--- src/rtl/acionador_motor_pkg.sv ---
// Shared encodings and parameter defaults for the two-wheel motor driver.
package acionador_motor_pkg;

    typedef enum logic [1:0] {
        PARADO = 2'd0,
        FRENTE = 2'd1,
        GIRO   = 2'd2,
        PAUSA  = 2'd3
    } estado_t;

    typedef enum logic [1:0] {
        CMD_PARADO = 2'd0,
        CMD_FRENTE = 2'd1,
        CMD_GIRO   = 2'd2
    } cmd_t;

    localparam int PWM_PERIOD_DEF  = 100;
    localparam int RAMP_STEP_DEF   = 5;
    localparam int DUTY_MAX_DEF    = 80;
    localparam int DEAD_CYCLES_DEF = 50;

    // Conflicting or absent commands both mean stop.
    function automatic cmd_t decode_cmd(input logic avancar, input logic girar);
        if (avancar && !girar) return CMD_FRENTE;
        if (girar && !avancar) return CMD_GIRO;
        return CMD_PARADO;
    endfunction

    function automatic estado_t cmd_to_estado(input cmd_t cmd);
        case (cmd)
            CMD_FRENTE: return FRENTE;
            CMD_GIRO:   return GIRO;
            default:    return PARADO;
        endcase
    endfunction

endpackage

--- src/rtl/acionador_motor_if.sv ---
// Command and wheel-drive signals between the navigation logic and the motor driver.
interface acionador_motor_if;
    // Level-sensitive commands, no valid/ready: the driver samples them every clock.
    logic       avancar;
    logic       girar;
    logic       pwm_esq;
    logic       pwm_dir;
    logic       dir_esq;
    logic       dir_dir;
    logic [1:0] estado;

    modport master (
        output avancar, girar,
        input  pwm_esq, pwm_dir, dir_esq, dir_dir, estado
    );

    modport slave (
        input  avancar, girar,
        output pwm_esq, pwm_dir, dir_esq, dir_dir, estado
    );
endinterface

--- src/rtl/acionador_motor_gerador_pwm.sv ---
// Free-running PWM counter with a saturating per-period duty ramp and registered compare.
module gerador_pwm #(
    parameter int PWM_PERIOD = acionador_motor_pkg::PWM_PERIOD_DEF,
    parameter int RAMP_STEP  = acionador_motor_pkg::RAMP_STEP_DEF,
    parameter int DUTY_MAX   = acionador_motor_pkg::DUTY_MAX_DEF
) (
    input  logic clock,
    input  logic reset,
    input  logic ativo,
    output logic pwm
);
    localparam logic [7:0] ULTIMO = 8'(PWM_PERIOD - 1);
    localparam logic [7:0] DMAX   = 8'(DUTY_MAX);
    localparam logic [8:0] PASSO  = 9'(RAMP_STEP);

    logic [7:0] contador;
    logic [7:0] duty;
    logic [7:0] duty_prox;
    logic [8:0] soma;

    // Clamp on the 9-bit sum so a large step cannot wrap past DUTY_MAX.
    always_comb begin
        soma      = {1'b0, duty} + PASSO;
        duty_prox = (soma > {1'b0, DMAX}) ? DMAX : soma[7:0];
    end

    always_ff @(posedge clock) begin
        if (reset) begin
            contador <= 8'd0;
            duty     <= 8'd0;
            pwm      <= 1'b0;
        end else begin
            contador <= (contador == ULTIMO) ? 8'd0 : contador + 8'd1;
            if (!ativo)
                duty <= 8'd0;
            else if (contador == ULTIMO)
                duty <= duty_prox;
            pwm <= ativo && (contador < duty);
        end
    end
endmodule

--- src/rtl/acionador_motor.sv ---
// Motor driver FSM: forward / in-place turn with dead time between direction reversals.
module acionador_motor
    import acionador_motor_pkg::*;
#(
    parameter int PWM_PERIOD  = PWM_PERIOD_DEF,
    parameter int RAMP_STEP   = RAMP_STEP_DEF,
    parameter int DUTY_MAX    = DUTY_MAX_DEF,
    parameter int DEAD_CYCLES = DEAD_CYCLES_DEF
) (
    input  logic            clock,
    input  logic            reset,
    acionador_motor_if.slave bus
);
    localparam logic [7:0] PAUSA_LEN = 8'(DEAD_CYCLES);

    estado_t    estado_q, estado_d;
    logic [7:0] pausa_q, pausa_d;
    cmd_t       cmd;
    logic       ativo;
    logic       pwm;
    logic       dir_esq_q, dir_dir_q;

    always_comb cmd = decode_cmd(bus.avancar, bus.girar);

    always_comb begin
        estado_d = estado_q;
        pausa_d  = pausa_q;
        case (estado_q)
            PARADO: estado_d = cmd_to_estado(cmd);
            FRENTE: begin
                if (cmd == CMD_PARADO) begin
                    estado_d = PARADO;
                end else if (cmd == CMD_GIRO) begin
                    estado_d = PAUSA;
                    pausa_d  = PAUSA_LEN;
                end
            end
            GIRO: begin
                if (cmd == CMD_PARADO) begin
                    estado_d = PARADO;
                end else if (cmd == CMD_FRENTE) begin
                    estado_d = PAUSA;
                    pausa_d  = PAUSA_LEN;
                end
            end
            PAUSA: begin
                // Leave on the last dead-time cycle using whatever is commanded then.
                if (pausa_q <= 8'd1) begin
                    estado_d = cmd_to_estado(cmd);
                    pausa_d  = 8'd0;
                end else begin
                    pausa_d = pausa_q - 8'd1;
                end
            end
            default: estado_d = PARADO;
        endcase
    end

    // Directions follow the registered state, so they lag estado by one clock.
    always_ff @(posedge clock) begin
        if (reset) begin
            estado_q  <= PARADO;
            pausa_q   <= 8'd0;
            dir_esq_q <= 1'b0;
            dir_dir_q <= 1'b0;
        end else begin
            estado_q <= estado_d;
            pausa_q  <= pausa_d;
            if (estado_q == FRENTE) begin
                dir_esq_q <= 1'b1;
                dir_dir_q <= 1'b1;
            end else if (estado_q == GIRO) begin
                dir_esq_q <= 1'b1;
                dir_dir_q <= 1'b0;
            end
        end
    end

    always_comb ativo = (estado_q == FRENTE) || (estado_q == GIRO);

    gerador_pwm #(
        .PWM_PERIOD (PWM_PERIOD),
        .RAMP_STEP  (RAMP_STEP),
        .DUTY_MAX   (DUTY_MAX)
    ) u_pwm (
        .clock (clock),
        .reset (reset),
        .ativo (ativo),
        .pwm   (pwm)
    );

    assign bus.pwm_esq = pwm;
    assign bus.pwm_dir = pwm;
    assign bus.dir_esq = dir_esq_q;
    assign bus.dir_dir = dir_dir_q;
    assign bus.estado  = estado_q;
endmodule
--- src/flat_wrapper.sv ---
// flat-port wrapper written by rule: the top's interface ports become plain ports
module acionador_motor_flat import acionador_motor_pkg::*;
#(
    parameter int PWM_PERIOD  = PWM_PERIOD_DEF,
    parameter int RAMP_STEP   = RAMP_STEP_DEF,
    parameter int DUTY_MAX    = DUTY_MAX_DEF,
    parameter int DEAD_CYCLES = DEAD_CYCLES_DEF
)
  (clock, reset, bus_avancar, bus_girar, bus_pwm_esq, bus_pwm_dir, bus_dir_esq, bus_dir_dir, bus_estado);
  acionador_motor_if bus_i ();
  input  logic clock;
  input  logic reset;
  input wire logic [$bits(bus_i.avancar)-1:0] bus_avancar;
  input wire logic [$bits(bus_i.girar)-1:0] bus_girar;
  output wire logic [$bits(bus_i.pwm_esq)-1:0] bus_pwm_esq;
  output wire logic [$bits(bus_i.pwm_dir)-1:0] bus_pwm_dir;
  output wire logic [$bits(bus_i.dir_esq)-1:0] bus_dir_esq;
  output wire logic [$bits(bus_i.dir_dir)-1:0] bus_dir_dir;
  output wire logic [$bits(bus_i.estado)-1:0] bus_estado;
  assign bus_i.avancar = bus_avancar;
  assign bus_i.girar = bus_girar;
  assign bus_pwm_esq = bus_i.pwm_esq;
  assign bus_pwm_dir = bus_i.pwm_dir;
  assign bus_dir_esq = bus_i.dir_esq;
  assign bus_dir_dir = bus_i.dir_dir;
  assign bus_estado = bus_i.estado;
  acionador_motor #(.PWM_PERIOD(PWM_PERIOD), .RAMP_STEP(RAMP_STEP), .DUTY_MAX(DUTY_MAX), .DEAD_CYCLES(DEAD_CYCLES)) u_core (.clock(clock), .reset(reset), .bus(bus_i));
endmodule
--- config.mk ---
export PLATFORM = sky130hd
export DESIGN_NAME = acionador_motor_flat
export DESIGN_NICKNAME = d
export VERILOG_FILES = /design/src/rtl/acionador_motor_pkg.sv /design/src/rtl/acionador_motor_if.sv /design/src/rtl/acionador_motor_gerador_pwm.sv /design/src/rtl/acionador_motor.sv /design/src/flat_wrapper.sv
export SDC_FILE = /design/constraint.sdc
export NUM_CORES = 1
export LEC_CHECK = 0
export ABC_CLOCK_PERIOD_IN_PS = 3800
export CORE_ASPECT_RATIO = 1.25
export CORE_MARGIN = 5
export CORE_UTILIZATION = 35
export CTS_CLUSTER_DIAMETER = 30
export DETAILED_ROUTE_END_ITERATION = 8
export MAX_ROUTING_LAYER = met4
export PLACE_DENSITY = 0.62
export SLEW_MARGIN = 0
export SYNTH_ARGS = -nofsm -noshare
export SYNTH_HDL_FRONTEND = slang
export SYNTH_SLANG_ARGS = --single-unit
export TNS_END_PERCENT = 5
--- constraint.sdc ---
create_clock -name clock -period 3.8 [get_ports clock]
set_input_delay 0.38 -clock clock [delete_from_list [all_inputs] [get_ports clock]]
set_output_delay 0.38 -clock clock [all_outputs]
set_load 0.1 [all_outputs]
## Word level (Yosys, flattened, before mapping)

Index checks and enable logic that the tools add are counted.

| word-level totals | value |
|---|---|
| register bits | 29 |
| bits in latches | 0 |
| memory bits (writable) | 0 |
| memory bits (read-only) | 0 |
| input bits | 4 |
| memories kept | 0 |

| operators by class | value |
|---|---|
| $add $sub $neg | 3 |
| $mul | 0 |
| divide/modulo/power cells | 0 |
| order comparisons | 3 |
| equality and inequality tests | 13 |
| shift-type cells | 0 |
| muxes and demuxes | 25 |
| bitwise gates (word level) | 1 |
| reductions and logical operators | 14 |

Operators with widths:

| kind | count |
|---|---|
| 8-bit two-way mux | 6 |
| 8-bit case mux with 3 select lines | 1 |
| 2-bit two-way mux | 9 |
| 8-bit by 3-bit adder with 9-bit output, second input constant | 1 |
| 9-bit by 7-bit > comparator with 1-bit output, second input constant | 1 |
| 8-bit by 1-bit adder with 8-bit output, second input constant | 1 |
| 8-bit by 7-bit equality test with 1-bit output, second input constant | 1 |
| 8-bit by 1-bit less-or-equal comparator with 1-bit output, second input constant | 1 |
| 8-bit less-than comparator | 1 |
| 2-bit case mux with 4 select lines | 1 |
| 8-bit by 1-bit subtractor with 8-bit output, second input constant | 1 |
| 1-bit two-way mux | 7 |
| 2-bit equality test, second input constant | 3 |
| 2-bit by 1-bit inequality test with 1-bit output, second input constant | 3 |
| 3-bit by 1-bit inequality test with 1-bit output, second input constant | 2 |
| 5-bit AND reduction | 1 |
| 2-bit by 1-bit equality test with 1-bit output, second input constant | 2 |
| 2-bit logical NOT | 2 |
| 2-bit inequality test, second input constant | 2 |
| 2-bit case mux with 2 select lines | 1 |
| 2-bit OR reduction | 2 |
| 1-bit logical AND | 3 |
| 3-bit AND reduction | 1 |
| 3-bit nonzero test | 1 |
| other kinds (4) | 5 |

## Depth between registers and ports, before layout

| logic depth | value |
|---|---|
| depth in word-level cells | 10 |
| mapped depth | 8 |
| mapped depth without buffers | 8 |

## Modules after synthesis

A second synthesis with hierarchy kept.

| unflattened totals | value |
|---|---|
| cell total of the unflattened synthesis | 209 |
| area total of the unflattened synthesis | 1,791.7 µm² |

By module, submodules not included:

| module | instances | cells an instance | area each (µm²) |
|---|---|---|---|
| gerador_pwm | 1 | 119 | 1,021.0 |
| acionador_motor | 1 | 90 | 770.7 |

## Worst setup path before layout

No wires, ideal clock.

| path | value |
|---|---|
| kind | register -> register |
| start point | register u_core.estado_q[0] (netlist: u_core.bus.estado[0]) |
| end point | register u_core.pausa_q[6] |
| arrival | 2.387 ns |
| required time | 3.684 ns |
| path slack | 1.296 ns |
| cell stages (with the launch flop) | 9 |
| path buffers | 0 |
| cell sequence | dfxtp_1 -> inv_1 -> ha_1 -> nor2b_1 -> a211oi_4 -> nand2_1 -> nor3_1 -> xnor2_1 -> nor2_1 |

| between the ends | value |
|---|---|
| word-level cells in the longest chain between the ends | 3 |
| elaborated cells on any way between the ends | 10 |

RTL lines:

| element | line | text |
|---|---|---|
| start, declared | acionador_motor.sv:16 | `estado_t estado_q, estado_d;` |
| start signal, assigned | acionador_motor.sv:67 | `estado_q <= estado_d;` |
| 2-bit by 1-bit equality test with 1-bit output / 2-bit equality test (equally long branches) | acionador_motor.sv:28 | `case (estado_q)` |
| 2-bit inequality test (no line), or another cell as far along | n/a |  |
| 5-bit AND reduction (no line) | n/a |  |
| end signal, assigned | acionador_motor.sv:68 | `pausa_q <= pausa_d;` |
| end, declared | acionador_motor.sv:17 | `logic [7:0] pausa_q, pausa_d;` |

Parallel ways exist; a longest one is shown, timed or not.
A chain may end at the register's enable or synchronous reset.

## Worst setup path in the final report

| path | value |
|---|---|
| start point | register u_core.estado_q[1] (netlist: u_core.bus.estado[1]) |
| end point | output bus_estado[1] |

RTL lines:

| element | line | text |
|---|---|---|
| end, declared | flat_wrapper.sv:19 | `output wire logic [$bits(bus_i.estado)-1:0] bus_estado;` |

No word-level cell between the ends.

==> metrics <==
status finished clean; chip width roughly 73 um; Async S/R FF share, synth 0%; dpl ws roughly 1300 ps; Fillers about 490; Post-synth EDFFs 0; distinct cell type count after synthesis between 40 and 50; uppermost routed layer met4; Layout Nets between 200 and 250; worst slew pin tran about 1000 ps; share of cells above drive strength 1 roughly 7.5%; M1 wire length 1608 um; Final Hold Fails 0; RSZ-0062 raised after global routing false; largest net degree at the start of global routing 13; Synth Instances ~200; Hold-fix buffers, CTS 0; setup TNS 0 ps; fin crit share between 50% and 60%; Seq/Total Area, Yosys 33.89%; DRC violation total after the first TritonRoute iteration 96; residual DRC count 0; WL met2 about 1500 um; Crit Path Max Fanout 5; worst min path class reg2reg; worst vdd ir a little over 200 uV; GPL Wtd Cong approximately 0.84; P_leak around 0.73 nW; Slew HR approximately a third; Synth Register Bits 29; Clk pin slew, worst setup/hold paths approximately 60 ps; Final Max Slew Viols 0; CTS tree yes; Core Region 0.004730 mm2; CP Cell Sequence clkdlybuf4s50_1; cell accounting for the most synthesized area dfxtp_1; first-pass GRT wire length ~5700 um; CP Capture Type primary output; Die H around 88 um; CP top delay family buffers and inverters; Main synth FF type dfxtp_1; Slowest-stage cell, CP clkdlybuf4s50_1; vias 1402; final hold slack 473.2 ps; HPWL after DPL approximately 2500 um; clk_skew 5.660 ps; Post-Syn Nets around 220; row count 28; Tot GR Track Use between 10% and 20%; Final setup viols 0; startpoint types flip-flop; number of global-route vias before repair about 1300; top post-synthesis cells by count dfxtp_1 (29), nor2_1 (25), ha_1 (18); Max-Cap Viols 0; CTS resizes 0; Final Worst Setup Slack approximately 1500 ps; kind of critical path reg2out; Worst Path Arrival around 1900 ps; area grow syn2layout 13.15%; CTS H-tree depth 2; Via density roughly 5.2; Boundary Pins 10; Synth top area share about 34%; Fmax achieved around 0.44 GHz; DR WL/cell roughly 12 um; CTS Sinks 29; most common cell in the netlist dfxtp_1; ANT nets after route 0; DR pass1 iterations 4; PortBufs 9; WP buf/inv 1; clock root cell clkbuf_8; diode count 0; Yosys warning count 0; Power per Cell Area around 430 mW/mm2; Post-Route WL 3301 um; ranking of synthesized cells by area dfxtp_1 (34%), ha_1 (13%), nor2_1 (5.5%); clock insertion delay at the later pin of the skew report approximately 280 ps; critical path required time roughly 3400 ps; initial antenna violation count 0; DR WL met3 slightly below 100 um; TritonCTS Buffers 5; grt total ovfl 0; Starting Density roughly 36%; Setup Buffers After CTS 0; Die Area about 0.0064 mm2; fin crit period roughly 2300 ps; Post-Syn Area 0.001713 mm2; clk buf depth 2; Syn Area/Cell about 8.6 um2; max incr delay on CP approximately 1200 ps
## state kept, by name, summed over array words and instances, names as in the netlist
signal and flops:
u_core.u_pwm.contador 8, u_core.bus.dir_dir 1, u_core.u_pwm.duty 8, u_core.u_pwm.pwm 1
u_core.bus.estado 2, u_core.bus.dir_esq 1, u_core.pausa_q 8
## metrics by stage
stage / total power [mW] / std cells / cell area (um2) / utilization, %
after floorplan: 0.5551 / 199 / 1713 / -
after global routing: 0.9021 / 272 / 1938 / 40.98
after CTS: 0.8518 / 272 / 1938 / 40.98
after detailed placement: 0.6049 / 264 / 1856 / 39.23
after global placement: 0.6046 / 264 / 1856 / 39.23
final: 0.8390 / 272 / 1938 / 40.98
## where the power goes
group,total (mW),switching (mW),internal (mW)
logic,0.239,0.151,0.0882
registers,0.359,0.0268,0.332
clock network,0.241,0.115,0.126
total,0.839,0.293,0.546
## cell families after synthesis
family | after synthesis | synth area share (%)
XOR/XNOR | 12 | 6.136
buffers and inverters | 19 | 4.602
multiplexers | 5 | 2.995
AND/OR/NAND/NOR | 75 | 21.62
adder cells (fa/ha/maj) | 18 | 13.15
AO/OA/AOI/OAI | 41 | 17.60
flip-flops | 29 | 33.89
## worst paths after layout
check	slack [ps]	cells past startpoint	start	end
max	1550	1	u_core.bus.estado[1]	bus_estado[1]
min	470	2	u_core.pausa_q[4]	u_core.pausa_q[4]
max reg2reg	1610	7	u_core.u_pwm.duty[0]	u_core.u_pwm.duty[1]
min reg2reg	470	2	u_core.pausa_q[4]	u_core.pausa_q[4]
## worst reg2reg max path, delay by kind of cell, from the launching register on
family | cells | cell delay [ps]
AO/OA/AOI/OAI | 4 | 1160
adder cells (fa/ha/maj) | 1 | 310
flip-flops | 1 | 450
AND/OR/NAND/NOR | 2 | 190
## cell type report
cell class                 instances  area [um2]  area share (%)
clock buffer                       6       72.57           3.744
tap                               60       75.07           3.873
timing repair buffer               9       90.09           4.648
multi-input combinational        151        1054           54.36
inverter                          15       56.30           2.905
clock inverter                     2       10.01          0.5165
sequential                        29       580.6           29.95
## per-layer routing
layer	vias to the layer above	GRT usage [%]
li1	731	-
met1	644	14.12
met2	19	17.98
met3	8	3.636
met4	0	6.208
met5	-	-
## cells in the final DEF (no fill, tap or decap), types with 3 or more instances in the layout
cell type        count
a21o_1               3
a21oi_1              7
and3_1               3
clkbuf_8             5
clkdlybuf4s50_1      9
dfxtp_1             29
ha_1                18
inv_1               14
mux2i_1              4
nand2_1             12
nand2b_1             6
nand3_1              8
nor2_1              25
nor3_1               5
nor4_1               3
o211ai_1             4
o21ai_0              8
o31ai_1              4
xnor2_1              5
xor2_1               7
(Power assumes the default switching activity.)
